**config.mk**
```make
export PLATFORM = sky130hd
export DESIGN_NAME = rx
export DESIGN_NICKNAME = d
export VERILOG_FILES = /design/src/rtl/rx.sv
export SDC_FILE = /design/constraint.sdc
export NUM_CORES = 1
export LEC_CHECK = 0
export ABC_CLOCK_PERIOD_IN_PS = 5900
export CAP_MARGIN = 15
export CORE_ASPECT_RATIO = 1.25
export CORE_MARGIN = 1.5
export CORE_UTILIZATION = 28
export DETAILED_ROUTE_END_ITERATION = 8
export SYNTH_ARGS = -nofsm -noshare
export SYNTH_HDL_FRONTEND = slang
export SYNTH_SLANG_ARGS = --single-unit
```
**constraint.sdc**
```tcl
create_clock -name clk -period 5.9 [get_ports clk]
set_input_delay 0.59 -clock clk [delete_from_list [all_inputs] [get_ports clk]]
set_output_delay 0.59 -clock clk [all_outputs]
set_load 0.01 [all_outputs]
```
**src/rtl/rx.sv**
```systemverilog
// rtl/rx.sv - PIE envelope receiver: delimiter/RTcal/TRcal framing and data bit decode
module rx #(
  parameter int DELIM_MIN = 16
) (
  input  logic       clk,
  input  logic       reset,
  input  logic       demodin,
  output logic       bitout,
  output logic       bitclk,
  output logic       rx_overflow_reset,
  output logic       rngbitout,
  output logic [9:0] trcal,
  output logic [9:0] count
);

  localparam logic [9:0] DMIN    = 10'(DELIM_MIN);
  localparam logic [9:0] CNT_MAX = 10'd1023;

  typedef enum logic [2:0] {IDLE, DELIM, DATA0, RTCAL, CAL2, BITS} state_t;

  state_t     state, next_state;
  logic       s1, s2, s3;
  logic       rise, fall;
  logic [9:0] rtcal, pivot;
  logic       timeout, load, set_rtcal, set_trcal, emit;

  // Edge detect on the synchronized envelope
  assign rise = s2 & ~s3;
  assign fall = ~s2 & s3;

  // A saturated interval counter outside IDLE means the frame stalled
  assign timeout = (state != IDLE) && (count == CNT_MAX);

  // State register
  always_ff @(posedge clk) begin
    if (reset) state <= IDLE;
    else       state <= next_state;
  end

  // Next-state logic; timeout wins over any edge in the same cycle
  always_comb begin
    next_state = state;
    if (timeout) begin
      next_state = IDLE;
    end else begin
      case (state)
        IDLE:    if (fall) next_state = DELIM;
        DELIM:   if (rise) next_state = (count >= DMIN) ? DATA0 : IDLE;
        DATA0:   if (rise) next_state = RTCAL;
        RTCAL:   if (rise) next_state = CAL2;
        CAL2:    if (rise) next_state = BITS;
        BITS:    next_state = BITS;
        default: next_state = IDLE;
      endcase
    end
  end

  // Output/control decode: which datapath updates the current edge triggers
  always_comb begin
    load      = 1'b0;
    set_rtcal = 1'b0;
    set_trcal = 1'b0;
    emit      = 1'b0;
    if (!timeout) begin
      load      = (state == IDLE) ? fall : rise;
      set_rtcal = (state == RTCAL) && rise;
      set_trcal = (state == CAL2) && rise && (count > rtcal);
      emit      = rise && ((state == BITS) || ((state == CAL2) && (count <= rtcal)));
    end
  end

  // Datapath: synchronizer, interval counter, calibration and bit registers
  always_ff @(posedge clk) begin
    if (reset) begin
      s1                <= 1'b1;
      s2                <= 1'b1;
      s3                <= 1'b1;
      count             <= '0;
      rtcal             <= '0;
      pivot             <= '0;
      trcal             <= '0;
      bitout            <= 1'b0;
      bitclk            <= 1'b0;
      rx_overflow_reset <= 1'b0;
      rngbitout         <= 1'b0;
    end else begin
      s1 <= demodin;
      s2 <= s1;
      s3 <= s2;
      if (load)                 count <= 10'd1;
      else if (count != CNT_MAX) count <= count + 10'd1;
      if (set_rtcal) begin
        rtcal <= count;
        pivot <= count >> 1;
      end
      if (set_trcal) trcal  <= count;
      if (emit)      bitout <= (count >= pivot);
      bitclk            <= emit;
      rx_overflow_reset <= timeout;
      if (rise) rngbitout <= count[0];
    end
  end

endmodule

```
After elaboration in Yosys (flattened, before gate mapping)
Cells that the tools add are included.
Operators by class
  reduce and logical (&&, ||, !) cells: 13
  $add $sub $neg: 1
  bitwise operators: 4
  mux-type cells: 14
  eq/ne operators: 12
  $lt $le $gt $ge: 4
Operators with widths (count)
  3-bit case mux with 6 select lines: 1
  3-bit two-way mux: 5
  10-bit by 1-bit adder with 10-bit output (second input constant): 1
  10-bit == test (second input constant): 1
  10-bit by 5-bit greater-or-equal comparator with 1-bit output (second input constant): 1
  10-bit by 9-bit greater-or-equal comparator with 1-bit output: 1
  10-bit > comparator: 1
  10-bit less-or-equal comparator: 1
  10-bit inequality test (second input constant): 1
  2-bit inequality test (second input constant): 5
  1-bit two-way mux: 7
  3-bit by 2-bit == test with 1-bit output (second input constant): 2
  3-bit == test (second input constant): 2
  1-bit logical AND: 6
  5-bit AND reduction: 1
  2-bit OR reduction: 2
  3-bit by 1-bit == test with 1-bit output (second input constant): 1
  3-bit zero test: 1
  3-bit nonzero test: 1
  1-bit bitwise AND: 2
  2-bit two-way mux: 1
  1-bit NOT: 2
  2-bit nonzero test: 1
  1-bit logical OR: 1
Storage, ports and cells
  register bits: 49
  word-level logic and storage cells: 61
  output and inout port bits: 24
  input bits: 3

Logic depth before layout (Yosys ltp)
Gate-level depths: netlist (run 1).
  depth after elaboration: 5
  depth in mapped cells: 10
  mapped depth without buffers: 8

Worst setup path after synthesis (run 1)
Ideal clock, no wire load.
  kind: flip-flop to flip-flop
  from: reg count[0]
  to: reg trcal[2]
  setup slack: 3689 ps
  data required time: 5772 ps
  path buffers: 2
  arrival time: 2083 ps
  period minus slack after synthesis: 2211 ps
  cell stages (with the launch flop): 11
  setup time: 128 ps
  cells stage by stage: dfxtp_1 -> clkbuf_1 -> inv_1 -> ha_1 -> nand2b_1 -> a211oi_2 -> a2111oi_4 -> nor4_2 -> buf_6 -> mux2i_1 -> nor2_1
On the way
  word-level cells in the longest chain between the ends: 3
  elaborated cells on any way between the ends: 5
  classes of those cells: order compare: 1; eq/ne: 1; mux: 1; reduce/logical: 2
RTL lines
  start, declared: RTL line 13  | output logic [9:0] count
  start signal, assigned: RTL line 91  | else if (count != CNT_MAX) count <= count + 10'd1;
  10-bit > comparator / 10-bit == test (equally long branches): RTL line 67, 32
  1-bit logical AND, on equally long branches: RTL line 67, 32
  1-bit two-way mux (*): RTL line 64  | if (!timeout) begin
  end signal, assigned: RTL line 96  | if (set_trcal) trcal <= count;
  end, declared: RTL line 12  | output logic [9:0] trcal,
Every way passes the cells marked *; elsewhere a longest branch is shown, timed or not.
A chain may end at the register's enable or synchronous reset.

Worst setup path in the final report (run 1)
  from: reg count[1]
  to: reg trcal[6]
The elaborated chain is that of the path after synthesis.

==> metrics.md, run 1 <==
| Metric | Value |
|---|---|
| Clock root cell | `clkbuf_8` |
| Placed Cells | `339` |
| Total grt overflow | `0` |
| Ys flop type | `dfxtp_1` |
| Average wire per standard cell | `12.76 microns` |
| CP max FO | `14` |
| Skew-Pair Late Insertion Delay | `0.30 ns` |
| PD cells | `195.9 nW/um^2` |
| DR pass1 iterations | `4` |
| Layout cells sized above 1 | `7.480%` |
| FMAX | `413.6 MHz` |
| Reg2Reg Capture Point | `trcal[6]$_SDFFE_PP0P_` |
| Final WL | `4416 microns` |
| Synth Register Bits | `40` |
| Register area share after synthesis | `37.76%` |
| Worst setup margin | `3.482 ns` |
| Syn-to-layout area delta | `18.23%` |
| Commonest non-fill, non-tap cell in the layout | `dfxtp_1` |
| Row count | `35` |
| Crit path arrival time | `2.56 ns` |
| Vias in the first global route | `1533` |
| CP required | `6.04 ns` |
| Antenna diodes | `0` |
| Final setup TNS | `0 ns` |
| Clk_skew | `0.01061 ns` |
| Top sig layer | `met4` |
| Slew @ Worst Pin | `1.025 ns` |
| Post-CTS Hold Buffers | `0` |
| Post-synth EDFFs | `0` |
| Syn. warnings | `0` |
| Die X | `80.84 microns` |
| DRT iter0 DRCs | `55` |
| Vias | `1628` |
| CTS tree | `done` |
| Worst-case reg-to-reg path depth | `8` |
| Met2 WL post-DR | `2188 microns` |
| Clock buffer depth | `2` |
| CP startpoint kind | `flop` |
| Worst hold stages | `1` |
| Post-synth ARST share | `0%` |
| Top Ports | `27` |
| Mapped Cells | `231` |
| Mapped Area | `2121 sq um` |
| Leakage | `0.0009584 uW` |
| Sink Count | `40` |
| RD Place Congestion | `0.7403` |
| Worst R2R Setup Slack | `3.48 ns` |
| PortBufs | `26` |
| Die height | `100.3 microns` |
| Setup bufs post-CTS | `0` |
| Global-route wire length before repair | `7265 microns` |
| Post-CTS Resized | `0` |
| Hold Fails Final Rpt | `0` |
| DP Worst Slack | `3.413 ns` |
| WS Path Type | `reg -> reg` |
| RSZ-0062 raised after global routing | `false` |
| Max Slew Vio Count | `0` |
| Max-Cap Viols | `0` |
| Slew headroom | `31.47%` |
| Critical Path End Type | `flop` |
| Avg Cell Area, Syn | `9.181 sq um` |
| Full die area | `8109 sq um` |
| Tot GR Track Use | `11.79%` |
| Tcrit/Tclk final | `40.98%` |
| Initial Util | `28.83%` |
| FILL cells | `792` |
| Core area | `7357 sq um` |
| Min-Delay Path Class | `reg -> reg` |
| # H-tree levels | `2` |
| M1 WL | `1971 microns` |
| Largest net degree at the start of global routing | `30` |
| Commonest non-fill, non-tap cells in the layout | `40 x dfxtp_1, 36 x nor2_1, 26 x clkdlybuf4s50_1` |
| Detail Route Antenna Nets | `0` |
| WHS Endpoint | `s2$_SDFF_PP1_` |
| Final #Nets | `278` |
| Clock-pin slew of the registers on the worst-case setup and hold paths | `0.08 ns` |
| Minimum clock period after layout | `2.418 ns` |
| Run status | `finished, final reports clean` |
| Hold path start | `s1$_SDFF_PP1_` |
| Final setup vio count | `0` |
| Unique cell type count in the Yosys netlist | `45` |
| Residual DRC | `0` |
| Met3 WL | `165 microns` |
| Clock buffer count from CTS | `5` |
| Worst reg2reg path startpoint | `count[1]$_SDFFE_PP0P_` |
| Final HPWL DP | `3203 microns` |
| Worst vdd ir | `99.44 uV` |
| Post-synth net total | `255` |
| Via/cell ratio | `4.705` |
| Layout Cells excl Fill | `346` |
| Initial antenna violation count | `0` |
-- synth_stat cells (2+ instances only) --
cell	number	area share [%]
nand2_1	8	1.4
a21oi_1	14	3.3
o21ai_0	4	0.94
ha_1	21	12
o21ai_1	3	0.71
nand3_1	4	0.94
and3_1	3	0.89
nor2b_1	5	1.5
buf_6	3	1.6
nor2_1	36	6.4
clkbuf_1	5	0.89
nor3b_1	2	0.71
mux2i_1	19	9.0
or2_2	3	0.89
dfxtp_1	40	38
xor2_1	3	1.2
nor3_1	7	1.7
nand4_1	6	1.8
inv_1	15	2.7
buf_2	2	0.47
nand2b_1	4	1.2
-- how the worst max path moves through the flow --
| stage | from | endpoint | depth (start not counted) |
|---|---|---|---|
| detailed placement | reset | count[8]$_SDFFE_PP0P_ | 4 |
| floorplan | count[0]$_SDFFE_PP0P_ | trcal[2]$_SDFFE_PP0P_ | 10 |
| global route | count[1]$_SDFFE_PP0P_ | rtcal[6]$_SDFFE_PP0P_ | 6 |
| CTS | count[1]$_SDFFE_PP0P_ | trcal[6]$_SDFFE_PP0P_ | 8 |
| finish | count[1]$_SDFFE_PP0P_ | trcal[6]$_SDFFE_PP0P_ | 8 |
| global placement | reset | count[8]$_SDFFE_PP0P_ | 4 |
-- where the power goes --
part / internal (uW) / leakage, uW / switching (uW)
Sequential: 273 / 0.000323 / 6.39
Combinational: 17.1 / 0.000595 / 19.4
Clock: 80.1 / 0.0000400 / 95.5
-- final cells by class --
class,instances,area [sq um],area share (%)
Multi-Input combinational cell,165,1186,47.31
Tap cell,92,115.1,4.591
Inverter,15,56.30,2.246
Clock buffer,5,68.82,2.745
Sequential cell,40,800.8,31.94
Clock inverter,2,12.51,0.4990
Timing Repair Buffer,27,267.8,10.68
-- sequential cells by signal, summed over array words and instances, names as in the netlist --
| register | count |
|---|---|
| state | 3 |
| rx_overflow_reset | 1 |
| s1 | 1 |
| s3 | 1 |
| trcal | 10 |
| bitout | 1 |
| s2 | 1 |
| count | 10 |
| bitclk | 1 |
| rngbitout | 1 |
| rtcal | 10 |
-- per-stage QoR --
stage                     total power (uW)  area, sq um  util (%)  hold WS, ns
after floorplan                      310.7         2121         -       0.3895
after detailed placement             322.8         2426     32.98       0.4033
after global routing                 515.4         2507     34.08       0.4475
final                                491.3         2507     34.08       0.4169
after global placement               322.3         2426     32.98       0.3945
after CTS                            499.3         2507     34.08       0.4217
-- routing by layer --
metal	global-route usage [%]	vias to the layer above
li1	-	849
met1	13.53	747
met2	20.00	24
met3	3.182	8
met4	5.570	0
met5	0	-
-- kinds of logic (layout without fill, tap and decap cells) --
logic type | after synthesis | in the layout | share of synthesized area, %
and+or+nand+nor | 84 | 84 | 20.53
DFF | 40 | 40 | 37.76
AOI/OAI and AO/OA | 37 | 37 | 12.39
buffers and inverters | 26 | 49 | 6.312
adders and majority gates | 21 | 21 | 12.39
muxes | 19 | 19 | 8.967
xor gates and xnor gates | 4 | 4 | 1.652
-- worst max-delay path: stages, from the launching register on --
cell and delay [ns]:
dfxtp_1 0.55, ha_1 0.35, nand2_1 0.09, or3_1 0.64, nand2_4 0.16, nor4_2 0.05, buf_4 0.20, mux2i_1 0.16
nor2_1 0.05
(Power assumes the default switching activity.)
==> run 2, diff against run 1 <==
- ABC_CLOCK_PERIOD_IN_PS: 5900 -> 2200
- clock period: 5.9 -> 2.2 ns (I/O delays scaled with it)
==> run 2 against run 1 <==
- fmax rose by 13%
- cell count grew 5.8%
- hold slack got worse by 0.0046 ns
- first-iteration DRC count is 36% higher
- critical path depth down 1
- routed wire length increased by 15%
- power increased to 3.0 times the previous value
- combinational power grew to 3.4 times the previous value
- worst setup slack lost 3.4 ns
==> metrics.md, run 2 (synthesized netlist as in run 1, its figures left out) <==
| Metric | Value |
|---|---|
| Final #Nets | `297` |
| Worst setup path endpoint | `bitout$_SDFFE_PP0P_` |
| CTS tree | `done` |
| Commonest non-fill, non-tap cell in the layout | `dfxtp_1` |
| Die X | `80.84 microns` |
| Tcrit/Tclk final | `96.84%` |
| Min-Delay Path Class | `reg -> reg` |
| Worst-case reg-to-reg path depth | `7` |
| Die height | `100.3 microns` |
| Largest net degree at the start of global routing | `29` |
| Worst reg2reg path startpoint | `rtcal[5]$_SDFFE_PP0P_` |
| RSZ-0062 raised after global routing | `true` |
| Global Route met3 Usage | `2.909%` |
| Met1 Track Usage GR | `15.25%` |
| Critical Path End Type | `flop` |
| Clock power frac | `40.9%` |
| Seq pwr share | `50.6%` |
| Crit path arrival time | `2.31 ns` |
| Antenna diodes | `0` |
| CP bufs+invs | `1` |
| Total grt overflow | `0` |
| Commonest non-fill, non-tap cells in the layout | `37 x dfxtp_1, 36 x nor2_1, 26 x clkdlybuf4s50_1` |
| Sw Pwr | `342.9 uW` |
| Crit path cell chain | `inv_1 > ha_1 > a21oi_1 > o21ai_1 > a2111oi_4 > o2111ai_1 > o311a_1` |
| Final WL | `5079 microns` |
| Max Slew Vio Count | `0` |
| PD cells | `540.7 nW/um^2` |
| FILL cells | `759` |
| Int Pwr | `1124 uW` |
| Leakage | `0.001076 uW` |
| DRT iter0 DRCs | `75` |
| CP startpoint kind | `flop` |
| CP required | `2.38 ns` |
| Tot GR Track Use | `13.64%` |
| Multi-input logic area | `1212 sq um` |
| Worst R2R Setup Slack | `0.07 ns` |
| Post-route cell area | `2714 sq um` |
| Final HPWL DP | `3774 microns` |
| DP Worst Slack | `-0.03554 ns` |
| Register area | `804.5 sq um` |
| Initial antenna violation count | `0` |
| Initial Util | `28.83%` |
| Max-Cap Viols | `0` |
| Vias | `1770` |
| GR Layer Usage met2 | `24.23%` |
| Setup crit start | `rtcal[5]$_SDFFE_PP0P_` |
| Sink Count | `40` |
| Clock root cell | `clkbuf_8` |
| Core area | `7357 sq um` |
| FMAX | `469.4 MHz` |
| Run status | `finished, final reports clean` |
| Global-route wire length before repair | `8404 microns` |
| Reg2Reg Capture Point | `bitout$_SDFFE_PP0P_` |
| Residual DRC | `0` |
| Delay-heaviest family, CP | `compound AO/OA/AOI/OAI gates` |
| Placed Area | `2569 sq um` |
| Detail Route Antenna Nets | `0` |
| Via/cell ratio | `4.836` |
| DR pass1 iterations | `4` |
| Top Ports | `27` |
| Skew-Pair Late Insertion Delay | `0.30 ns` |
| Clk_skew | `0.01670 ns` |
| Worst vdd ir | `352.5 uV` |
| CP max stage cell | `a2111oi_4` |
| RD Place Congestion | `0.7899` |
| Final setup vio count | `0` |
| Slew headroom | `70.39%` |
| Clock buffer count from CTS | `5` |
| Slew @ Worst Pin | `0.4441 ns` |
| Clock-pin slew of the registers on the worst-case setup and hold paths | `0.09 ns` |
| GRT busiest layer | `met2` |
| Average wire per standard cell | `13.88 microns` |
| Vias in the first global route | `1722` |
| Worst setup margin | `0.06944 ns` |
| Syn-to-layout area delta | `27.96%` |
| # H-tree levels | `2` |
| Hold Fails Final Rpt | `0` |
| Critical Path Max Stage Delay | `0.43 ns` |
| Comb power frac | `8.5%` |
| Clock buffer depth | `2` |
| Minimum clock period after layout | `2.131 ns` |
| Layout cells sized above 1 | `16.06%` |
| PortBufs | `26` |
| Hold path start | `s1$_SDFF_PP1_` |
| Worst hold stages | `1` |
| Sw Share | `23.37%` |
| CP max FO | `3` |
| Stages on worst setup path | `7` |
| Full die area | `8109 sq um` |
| Row count | `35` |
| Largest regs | `count (10), rtcal (10), trcal (10)` |
| WS Path Type | `reg -> reg` |
==> run 2: cell type report <==
type | count | share of cell area, %
Tap cell | 92 | 4.242
Clock buffer | 5 | 2.536
Inverter | 15 | 2.075
Sequential cell | 40 | 29.65
Timing Repair Buffer | 46 | 15.26
Multi-Input combinational cell | 165 | 44.67
Clock inverter | 3 | 1.568
==> run 2: timing repair <==
item	CTS	global route
hold buffers	0	0
endpoints found under the setup margin	8	12
pin swaps	0	4
setup buffers	0	0
resized for setup	2	5
==> run 2: how the worst min path moves through the flow <==
stage,endpoint,slack [ns]
2_1_floorplan,s1$_SDFF_PP1_,0.32
3_3_place_gp,s2$_SDFF_PP1_,0.40
3_5_place_dp,s2$_SDFF_PP1_,0.40
4_1_cts,s2$_SDFF_PP1_,0.41
5_1_grt,s2$_SDFF_PP1_,0.42
6_report,s2$_SDFF_PP1_,0.41
==> run 2: layer usage <==
metal | vias to the layer above | share of wire, %
li1 | 891 | -
met4 | 0 | 2.9
met5 | - | 0
met3 | 11 | 3.0
met1 | 830 | 43
met2 | 38 | 51
==> run 2: metrics by stage <==
stage,util (%),power (uW),cells,hold WS [ns],setup TNS [ns]
3_5_place_dp,34.92,881.2,358,0.3951,-0.2006
2_1_floorplan,-,833.7,231,0.3238,0
5_1_grt,36.89,1538,366,0.4198,-0.3543
6_report,36.89,1467,366,0.4123,0
3_3_place_gp,34.92,879.7,358,0.3955,0
4_1_cts,36.60,1479,366,0.4142,0
==> run 2: worst register-to-register path, cell delays in order, from the launching register on <==
cell and delay [ns]:
dfxtp_1 0.34, inv_1 0.06, ha_1 0.30, a21oi_1 0.16, o21ai_1 0.13, a2111oi_4 0.43, o2111ai_1 0.21, o311a_1 0.37
==> run 2: power groups by stage <==
| stage | Clock, uW | Combinational, uW | Sequential, uW |
|---|---|---|---|
| 2_1_floorplan | 0 | 74.9 | 759 |
| 5_1_grt | 655 | 139 | 744 |
| 3_5_place_dp | 0 | 123 | 759 |
| 6_report | 600 | 125 | 742 |
| 4_1_cts | 612 | 125 | 742 |
| 3_3_place_gp | 0 | 122 | 758 |
==> run 3, diff against run 2 <==
- CORE_ASPECT_RATIO: 1.25 -> 1.2
- SETUP_SLACK_MARGIN: default -> 0.1
==> run 3 against run 2 <==
- largest power group unchanged
- register-to-register slack about the same
- global-route usage increased by 0.34 points
- clock power up 9.0%
==> metrics.md, run 3 (synthesized netlist as in run 1, its figures left out) <==
| Metric | Value |
|---|---|
| Run status | `finished, final reports clean` |
| FMAX | `468.3 MHz` |
| Vias in the first global route | `1779` |
| Critical Path End Type | `flop` |
| Int Pwr | `1195 uW` |
| WS Path Type | `reg -> reg` |
| Die height | `98.34 microns` |
| PortBufs | `26` |
| PD cells | `539.7 nW/um^2` |
| Hold Fails Final Rpt | `0` |
| Average wire per standard cell | `14.04 microns` |
| Residual DRC | `0` |
| Final WL | `5152 microns` |
| Tot GR Track Use | `13.97%` |
| Detail Route Antenna Nets | `0` |
| Post-CTS Hold Buffers | `0` |
| PnR Total Power | `1528 uW` |
| Syn-to-layout area delta | `33.51%` |
| DRT iter0 DRCs | `59` |
| Vias | `1772` |
| Initial Util | `29.15%` |
| Largest net degree at the start of global routing | `19` |
| Slew headroom | `71.97%` |
| Final HPWL DP | `3780 microns` |
| Largest regs | `count (10), rtcal (10), trcal (10)` |
| CP required | `2.39 ns` |
| FILL cells | `712` |
| Minimum clock period after layout | `2.135 ns` |
| Core area | `7274 sq um` |
| Clock power frac | `42.8%` |
| Clk_skew | `0.004186 ns` |
| Leakage | `0.001107 uW` |
| Slew @ Worst Pin | `0.4204 ns` |
| Via/cell ratio | `4.828` |
| Global-route wire length before repair | `8687 microns` |
| CTS tree | `done` |
| Final setup vio count | `0` |
| Placed Cells | `354` |
| Commonest non-fill, non-tap cell in the layout | `nor2_1` |
| Layout cells sized above 1 | `23.83%` |
| Post-route cell area | `2831 sq um` |
| CP max FO | `5` |
| Crit path arrival time | `2.32 ns` |
| CP startpoint kind | `flop` |
| Clock-pin slew of the registers on the worst-case setup and hold paths | `0.07 ns` |
| Skew-Pair Late Insertion Delay | `0.29 ns` |
| Total grt overflow | `0` |
| # H-tree levels | `2` |
| Layout Cells excl Fill | `367` |
| Placed Area | `2551 sq um` |
| RSZ-0062 raised after global routing | `true` |
| Sw Pwr | `333.7 uW` |
| Sink Count | `40` |
| Die X | `82.45 microns` |
| Seq pwr share | `48.5%` |
| Top Ports | `27` |
| Row count | `34` |
| Final #Nets | `300` |
| DR pass1 iterations | `4` |
| Comb power frac | `8.7%` |
| RD Place Congestion | `0.8390` |
| Clock buffer count from CTS | `5` |
| Clock root cell | `clkbuf_8` |
| Sw Share | `21.84%` |
| Min-Delay Path Class | `reg -> reg` |
| Full die area | `8107 sq um` |
| Worst vdd ir | `319.4 uV` |
| Tcrit/Tclk final | `97.07%` |
| Commonest non-fill, non-tap cells in the layout | `36 x nor2_1, 30 x dfxtp_1, 26 x clkdlybuf4s50_1` |
| Clock buffer depth | `2` |
| Max Slew Vio Count | `0` |
| Max-Cap Viols | `0` |
| Antenna diodes | `0` |
| Initial antenna violation count | `0` |
run 3: final timing paths:
kind / from / end / slack (ns) / cells after the start
max reg2reg: rtcal[7]$_SDFFE_PP0P_ / trcal[3]$_SDFFE_PP0P_ / 0.06 / 9
min: s1$_SDFF_PP1_ / s2$_SDFF_PP1_ / 0.42 / 1
max: rtcal[7]$_SDFFE_PP0P_ / trcal[3]$_SDFFE_PP0P_ / 0.06 / 9
min reg2reg: s1$_SDFF_PP1_ / s2$_SDFF_PP1_ / 0.42 / 1
run 3: power by group through the flow:
stage / clock (uW) / combinational (uW) / sequential [uW]
after floorplan: 0 / 77.0 / 759
after global placement: 0 / 121 / 758
after global routing: 697 / 149 / 742
final: 654 / 133 / 741
after detailed placement: 0 / 121 / 759
after CTS: 673 / 122 / 742
run 3: final cells by class:
| cell class | count | area (sq um) | area share, % |
|---|---|---|---|
| flip-flops and latches | 40 | 815.8 | 28.81 |
| clock buffers | 7 | 96.34 | 3.403 |
| inverters | 15 | 56.30 | 1.989 |
| well taps | 90 | 112.6 | 3.977 |
| repair buffers | 49 | 432.9 | 15.29 |
| multi-input cells | 165 | 1287 | 45.47 |
| clock inverters | 1 | 30.03 | 1.061 |
run 3: worst max-delay path, cell delays in order (launching register included):
cell       delay [ns]
dfxtp_2          0.33
inv_1            0.05
ha_1             0.30
nand4_1          0.17
a211oi_2         0.26
a2111oi_4        0.08
nor4_2           0.33
buf_4            0.23
mux2i_1          0.21
nor2_1           0.06
run 3: per-stage QoR:
step                      hold slack (ns)  util (%)  setup WS [ns]  setup TNS, ns
after detailed placement           0.3999     35.07        0.01721              0
final                              0.4237     38.92        0.06453              0
after global placement             0.3971     35.07        0.07926              0
after floorplan                    0.3238         -         0.1084              0
after global routing               0.4559     38.92       -0.04328        -0.1949
after CTS                          0.4282     37.00         0.1018              0
run 3: repair_timing:
action / CTS / global route
resized for setup: 4 / 25
cloned: 1 / 0
setup buffers: 0 / 4
setup endpoints to repair: 11 / 25
pin swaps: 5 / 12
run 3: per-layer routing:
| layer | vias up | global-route usage (%) | share of wire (%) |
|---|---|---|---|
| met5 | - | 0 | 0 |
| met3 | 10 | 2.804 | 3.3 |
| met1 | 835 | 17.19 | 44 |
| met4 | 0 | 5.346 | 2.6 |
| met2 | 32 | 23.39 | 50 |
| li1 | 895 | - | - |
